File: src/rtl/shift_reg_unit_if.sv
// Bus between the control unit and the sequential shift register:
// command (func, n, data_in) toward the shifter, result and handshake back.
interface shift_reg_unit_if #(
    parameter int WIDTH = 32,
    parameter int AMT_W = 5
);
    logic [2:0]       func;
    logic [WIDTH-1:0] data_in;
    logic [AMT_W-1:0] n;
    logic [WIDTH-1:0] data_out;
    logic             busy;
    logic             done;

    modport master (
        output func, data_in, n,
        input  data_out, busy, done
    );

    modport slave (
        input  func, data_in, n,
        output data_out, busy, done
    );
endinterface

File: src/rtl/shift_reg_unit.sv
// Sequential 32-bit shift register. Shifts one bit position per clock.
// A busy/done handshake lets the control FSM wait for the result.
// The result is taken from data_out by the register-file write-data mux.
module shift_reg_unit #(
    parameter int WIDTH = 32,
    parameter int AMT_W = 5
) (
    input  logic            clk,
    input  logic            reset,
    shift_reg_unit_if.slave bus
);

    typedef enum logic [1:0] {
        IDLE  = 2'd0,
        SHIFT = 2'd1,
        DONE  = 2'd2
    } state_t;

    localparam logic [2:0] FN_NOP  = 3'b000;
    localparam logic [2:0] FN_LOAD = 3'b001;
    localparam logic [2:0] FN_SLL  = 3'b010;
    localparam logic [2:0] FN_SRL  = 3'b011;
    localparam logic [2:0] FN_SRA  = 3'b100;
    localparam logic [2:0] FN_ROR  = 3'b101;
    localparam logic [2:0] FN_ROL  = 3'b110;

    state_t           state_q;
    logic [WIDTH-1:0] shiftReg_q;
    logic [AMT_W-1:0] count_q;
    logic [2:0]       op_q;
    logic             busy_q;
    logic             done_q;

    logic [2:0]       stepOp;
    logic [WIDTH-1:0] step_d;

    // One 1-bit step of the active operation applied to the current register value.
    // In IDLE the step uses the incoming func because the accept edge already shifts once.
    always_comb begin
        stepOp = (state_q == IDLE) ? bus.func : op_q;
        step_d = shiftReg_q;
        case (stepOp)
            FN_SLL:  step_d = {shiftReg_q[WIDTH-2:0], 1'b0};
            FN_SRL:  step_d = {1'b0, shiftReg_q[WIDTH-1:1]};
            FN_SRA:  step_d = {shiftReg_q[WIDTH-1], shiftReg_q[WIDTH-1:1]};
            FN_ROR:  step_d = {shiftReg_q[0], shiftReg_q[WIDTH-1:1]};
            FN_ROL:  step_d = {shiftReg_q[WIDTH-2:0], shiftReg_q[WIDTH-1]};
            default: step_d = shiftReg_q;
        endcase
    end

    // Control FSM, data register and handshake flags. busy and done are registered
    // together with the state so that they always match it.
    always_ff @(posedge clk) begin
        if (reset) begin
            state_q    <= IDLE;
            shiftReg_q <= '0;
            count_q    <= '0;
            op_q       <= FN_NOP;
            busy_q     <= 1'b0;
            done_q     <= 1'b0;
        end else begin
            case (state_q)
                IDLE: begin
                    case (bus.func)
                        FN_LOAD: begin
                            shiftReg_q <= bus.data_in;
                            state_q    <= DONE;
                            busy_q     <= 1'b1;
                            done_q     <= 1'b1;
                        end
                        FN_SLL, FN_SRL, FN_SRA, FN_ROR, FN_ROL: begin
                            op_q   <= bus.func;
                            busy_q <= 1'b1;
                            if (bus.n == '0) begin
                                state_q <= DONE;
                                done_q  <= 1'b1;
                            end else begin
                                shiftReg_q <= step_d;
                                count_q    <= bus.n - AMT_W'(1);
                                if (bus.n == AMT_W'(1)) begin
                                    state_q <= DONE;
                                    done_q  <= 1'b1;
                                end else begin
                                    state_q <= SHIFT;
                                    done_q  <= 1'b0;
                                end
                            end
                        end
                        default: begin
                            state_q <= IDLE;
                            busy_q  <= 1'b0;
                            done_q  <= 1'b0;
                        end
                    endcase
                end
                SHIFT: begin
                    shiftReg_q <= step_d;
                    count_q    <= count_q - AMT_W'(1);
                    if (count_q == AMT_W'(1)) begin
                        state_q <= DONE;
                        done_q  <= 1'b1;
                    end
                end
                DONE: begin
                    state_q <= IDLE;
                    busy_q  <= 1'b0;
                    done_q  <= 1'b0;
                end
                default: begin
                    state_q <= IDLE;
                    busy_q  <= 1'b0;
                    done_q  <= 1'b0;
                end
            endcase
        end
    end

    assign bus.data_out = shiftReg_q;
    assign bus.busy     = busy_q;
    assign bus.done     = done_q;

endmodule

File: src/flat_wrapper.sv
// flat-port wrapper written by rule: the top's interface ports become plain ports
module shift_reg_unit_flat 
#(
    parameter int WIDTH = 32,
    parameter int AMT_W = 5
)
  (clk, reset, bus_func, bus_data_in, bus_n, bus_data_out, bus_busy, bus_done);
  shift_reg_unit_if #(.WIDTH(WIDTH), .AMT_W(AMT_W)) bus_i ();
  input  logic clk;
  input  logic reset;
  input wire logic [$bits(bus_i.func)-1:0] bus_func;
  input wire logic [$bits(bus_i.data_in)-1:0] bus_data_in;
  input wire logic [$bits(bus_i.n)-1:0] bus_n;
  output wire logic [$bits(bus_i.data_out)-1:0] bus_data_out;
  output wire logic [$bits(bus_i.busy)-1:0] bus_busy;
  output wire logic [$bits(bus_i.done)-1:0] bus_done;
  assign bus_i.func = bus_func;
  assign bus_i.data_in = bus_data_in;
  assign bus_i.n = bus_n;
  assign bus_data_out = bus_i.data_out;
  assign bus_busy = bus_i.busy;
  assign bus_done = bus_i.done;
  shift_reg_unit #(.WIDTH(WIDTH), .AMT_W(AMT_W)) u_core (.clk(clk), .reset(reset), .bus(bus_i));
endmodule
File: config.mk
export PLATFORM = sky130hd
export DESIGN_NAME = shift_reg_unit_flat
export DESIGN_NICKNAME = d
export VERILOG_FILES = /design/src/rtl/shift_reg_unit_if.sv /design/src/rtl/shift_reg_unit.sv /design/src/flat_wrapper.sv
export SDC_FILE = /design/constraint.sdc
export NUM_CORES = 1
export LEC_CHECK = 0
export BUFFER_PORTS_ARGS = -buffer_cell sky130_fd_sc_hd__clkbuf_2
export CORE_AREA = 2 2 63 109
export DETAILED_ROUTE_END_ITERATION = 10
export DIE_AREA = 0 0 65 111
export HOLD_SLACK_MARGIN = 0.05
export PLACE_DENSITY_LB_ADDON = 0.15
export SYNTH_ARGS = -nofsm -noshare
export SYNTH_HDL_FRONTEND = slang
export SYNTH_SLANG_ARGS = --single-unit
File: constraint.sdc
create_clock -name clk -period 1.65 [get_ports clk]
set_clock_uncertainty 0.05 [all_clocks]
set_input_delay 0.0825 -clock clk [delete_from_list [all_inputs] [get_ports clk]]
set_output_delay 0.0825 -clock clk [all_outputs]
set_load 0.01 [all_outputs]
==> metrics <==
status finished with violations; failing checks negative setup slack; Synth async-reset ratio 0%; unrepaired setup endpoints after global routing true; TritonRoute pass-1 iters 4; Placed Area 0.00371 sq mm; Routed Antenna Nets 0; Final Critical Period 1750 ps; Hold WC Path Type primary input to register; total track usage 27.6%; H-tree levels 2; Synth Flop Type dfxtp_1; site row count 39; final-report max-slew violation count 0; number of max-cap violations 0; fin nets 489; DRC errors left 0; #FFs+latches synth 44; Combinational Power Share 46.2%; drt initial violations 131; Crit path required time 1760 ps; syn_nets 368; FF-to-FF Start u_core.state_q[1]; Worst EP arrival 1850 ps; syn avg cell area 9.14 sq um; Core ar. 0.00639 sq mm; Max Root-Sink Buffers 2; Sink Count 44; Placed Cells 491; antenna violations before repair 0; Die Area 0.00722 sq mm; Yosys top cell area share 30.0%; I/O Pins 76; Antenna diodes 0; Non-Filler Instances 525; Via density 5.98; top cells by area, synth dfxtp_1, o32ai_2, a221oi_1; die height 111 um; crit end category register; Clock Power Share 23.4%; Slew headroom 70.7%; Hold Fails Final Rpt 0; WL/cell 18.4 um; Crit Path Max Fanout 4; Yosys cell types 49; TritonCTS clock tree built; Sequential Power Share 30.5%; PortBufs 75; period utilisation layout 106%; GP Congestion 0.848; synth warn 0; Post-Route WL 9.68 mm; gr ovfl total 0; DIE WIDTH 65 um; clk_lat worst skew 300 ps; Sw Share 38.3%; vias in the first global route 3,225; via count 3,138; Slew @ Worst Pin 440 ps; worst setup path startpoint u_core.state_q[1]; Yosys top cell by area dfxtp_1; Internal 0.00308 W; synthesis-to-finish area growth 51.4%; sw power 0.00192 W; share of post-route cells with drive strength above 1 50.3%; maximum clock rate 573 MHz; DP Wirelength 6.49 mm; root buffer cell clkbuf_16; Worst-path clk slew 70 ps; Mapped Area 0.00294 sq mm; cell area power density 1130 mW/mm^2; min-delay src bus_data_in[3]; synthesized instance count 321; Starting Density 45.9%; post-synthesis sequential area ratio 30.0%; leak pwr 1.77 nW; Post-synth EDFFs 0; pin count of the biggest net entering global routing 26; final setup fails 32; first-pass GRT wire length 15.8 mm; CP startpoint kind register; TritonCTS Buffers 5; Max IR drop VDD 0.874 mV; kind of critical path register to register; post-route cell area 0.00444 sq mm; final setup margin -95.4 ps
timing repair:
| item | 4_1_cts | 5_1_grt |
|---|---|---|
| pin swaps | 12 | 7 |
| resized for setup | 33 | 23 |
| setup endpoints to repair | 33 | 34 |
| hold buffers | 13 | 0 |
| endpoints found under the hold margin | 13 | 0 |
| cloned | 2 | 0 |
| setup buffers | 6 | 5 |
flip-flops by register name, indices dropped and copies added, names as in the netlist:
register and flops:
u_core.bus.busy 1, u_core.bus.data_out 32, u_core.bus.done 1, u_core.count_q 5
u_core.op_q 3, u_core.state_q 2
synthesized netlist by cell type, types with 3 or more instances:
cell type / instances
dfxtp_1: 44
inv_1: 39
o211ai_1: 34
a221oi_1: 32
o32ai_2: 31
clkbuf_1: 27
nor2_1: 13
nand2_1: 12
a21oi_1: 10
nor3_1: 9
o21ai_0: 7
ha_1: 5
buf_6: 4
a31oi_1: 3
buf_2: 3
mux2i_1: 3
nand3_1: 3
xor2_1: 3
power by group through the flow:
stage / sequential (W) / combinational [W] / clock (W)
global route: 0.00155 / 0.00248 / 0.00122
global placement: 0.00150 / 0.00180 / 0
floorplan: 0.00151 / 0.00124 / 0
detailed placement: 0.00150 / 0.00183 / 0
finish: 0.00152 / 0.00231 / 0.00117
CTS: 0.00149 / 0.00217 / 0.00118
metal layers:
layer,share of wire [%],vias to the layer above,GRT usage (%)
li1,-,1505,-
met1,38,1521,31.0
met2,55,90,50.7
met3,3.9,22,4.06
met4,2.5,0,10.2
met5,0,-,0
cell usage in the layout (no fill, tap or decap), types with 11 or more instances in the layout:
| master | Yosys | layout |
|---|---|---|
| o211ai_1 | 34 | 34 |
| a221oi_2 | 0 | 20 |
| nor2_1 | 13 | 12 |
| dlygate4sd3_1 | 0 | 13 |
| buf_4 | 0 | 43 |
| clkbuf_2 | 0 | 74 |
| o32ai_2 | 31 | 30 |
| dfxtp_1 | 44 | 41 |
| nand2_1 | 12 | 12 |
| a221oi_1 | 32 | 11 |
| inv_1 | 39 | 37 |
worst paths after layout:
path | endpoint | slack (ps) | depth (start not counted)
setup reg to reg | u_core.bus.data_out[31] | -100 | 6
hold / removal | u_core.bus.data_out[3] | 50 | 3
setup / recovery | u_core.bus.data_out[31] | -100 | 6
hold reg to reg | u_core.bus.done | 410 | 2
critical path, stage by stage (launching register included):
cell and delay [ps]:
dfxtp_4 370, or3b_4 420, buf_6 130, a21boi_4 150, xor2_1 180, o2111ai_1 150
o221ai_1 160
per-stage QoR:
stage	total power (W)	setup slack, ps	hold WS [ps]	utilization, %	setup TNS [ps]
final	0.00500	-95.4	49.4	69.5	-1840
after global routing	0.00525	-160	64.8	69.5	-3540
after CTS	0.00484	-69.1	50.3	66.9	-1250
after detailed placement	0.00334	-380	335	58.0	-11660
after global placement	0.00330	-318	331	58.0	-10390
after floorplan	0.00274	-28.9	235	-	-863
cell families after synthesis:
logic type,share of synthesized area (%)
AO/OA/AOI/OAI,45.4
buffers and inverters,10.7
AND/OR/NAND/NOR,9.46
flip-flops,30.0
adder cells (fa/ha/maj),2.13
XOR/XNOR,1.19
multiplexers,1.02
cell type report:
cell class / count / area, sq um
inverter: 41 / 164
clock buffer: 5 / 125
tap: 82 / 103
sequential: 44 / 890
fill: 503 / 1950
timing repair buffer: 146 / 1070
clock inverter: 3 / 46.3
multi-input combinational: 204 / 2040
(Power assumes the default switching activity.)
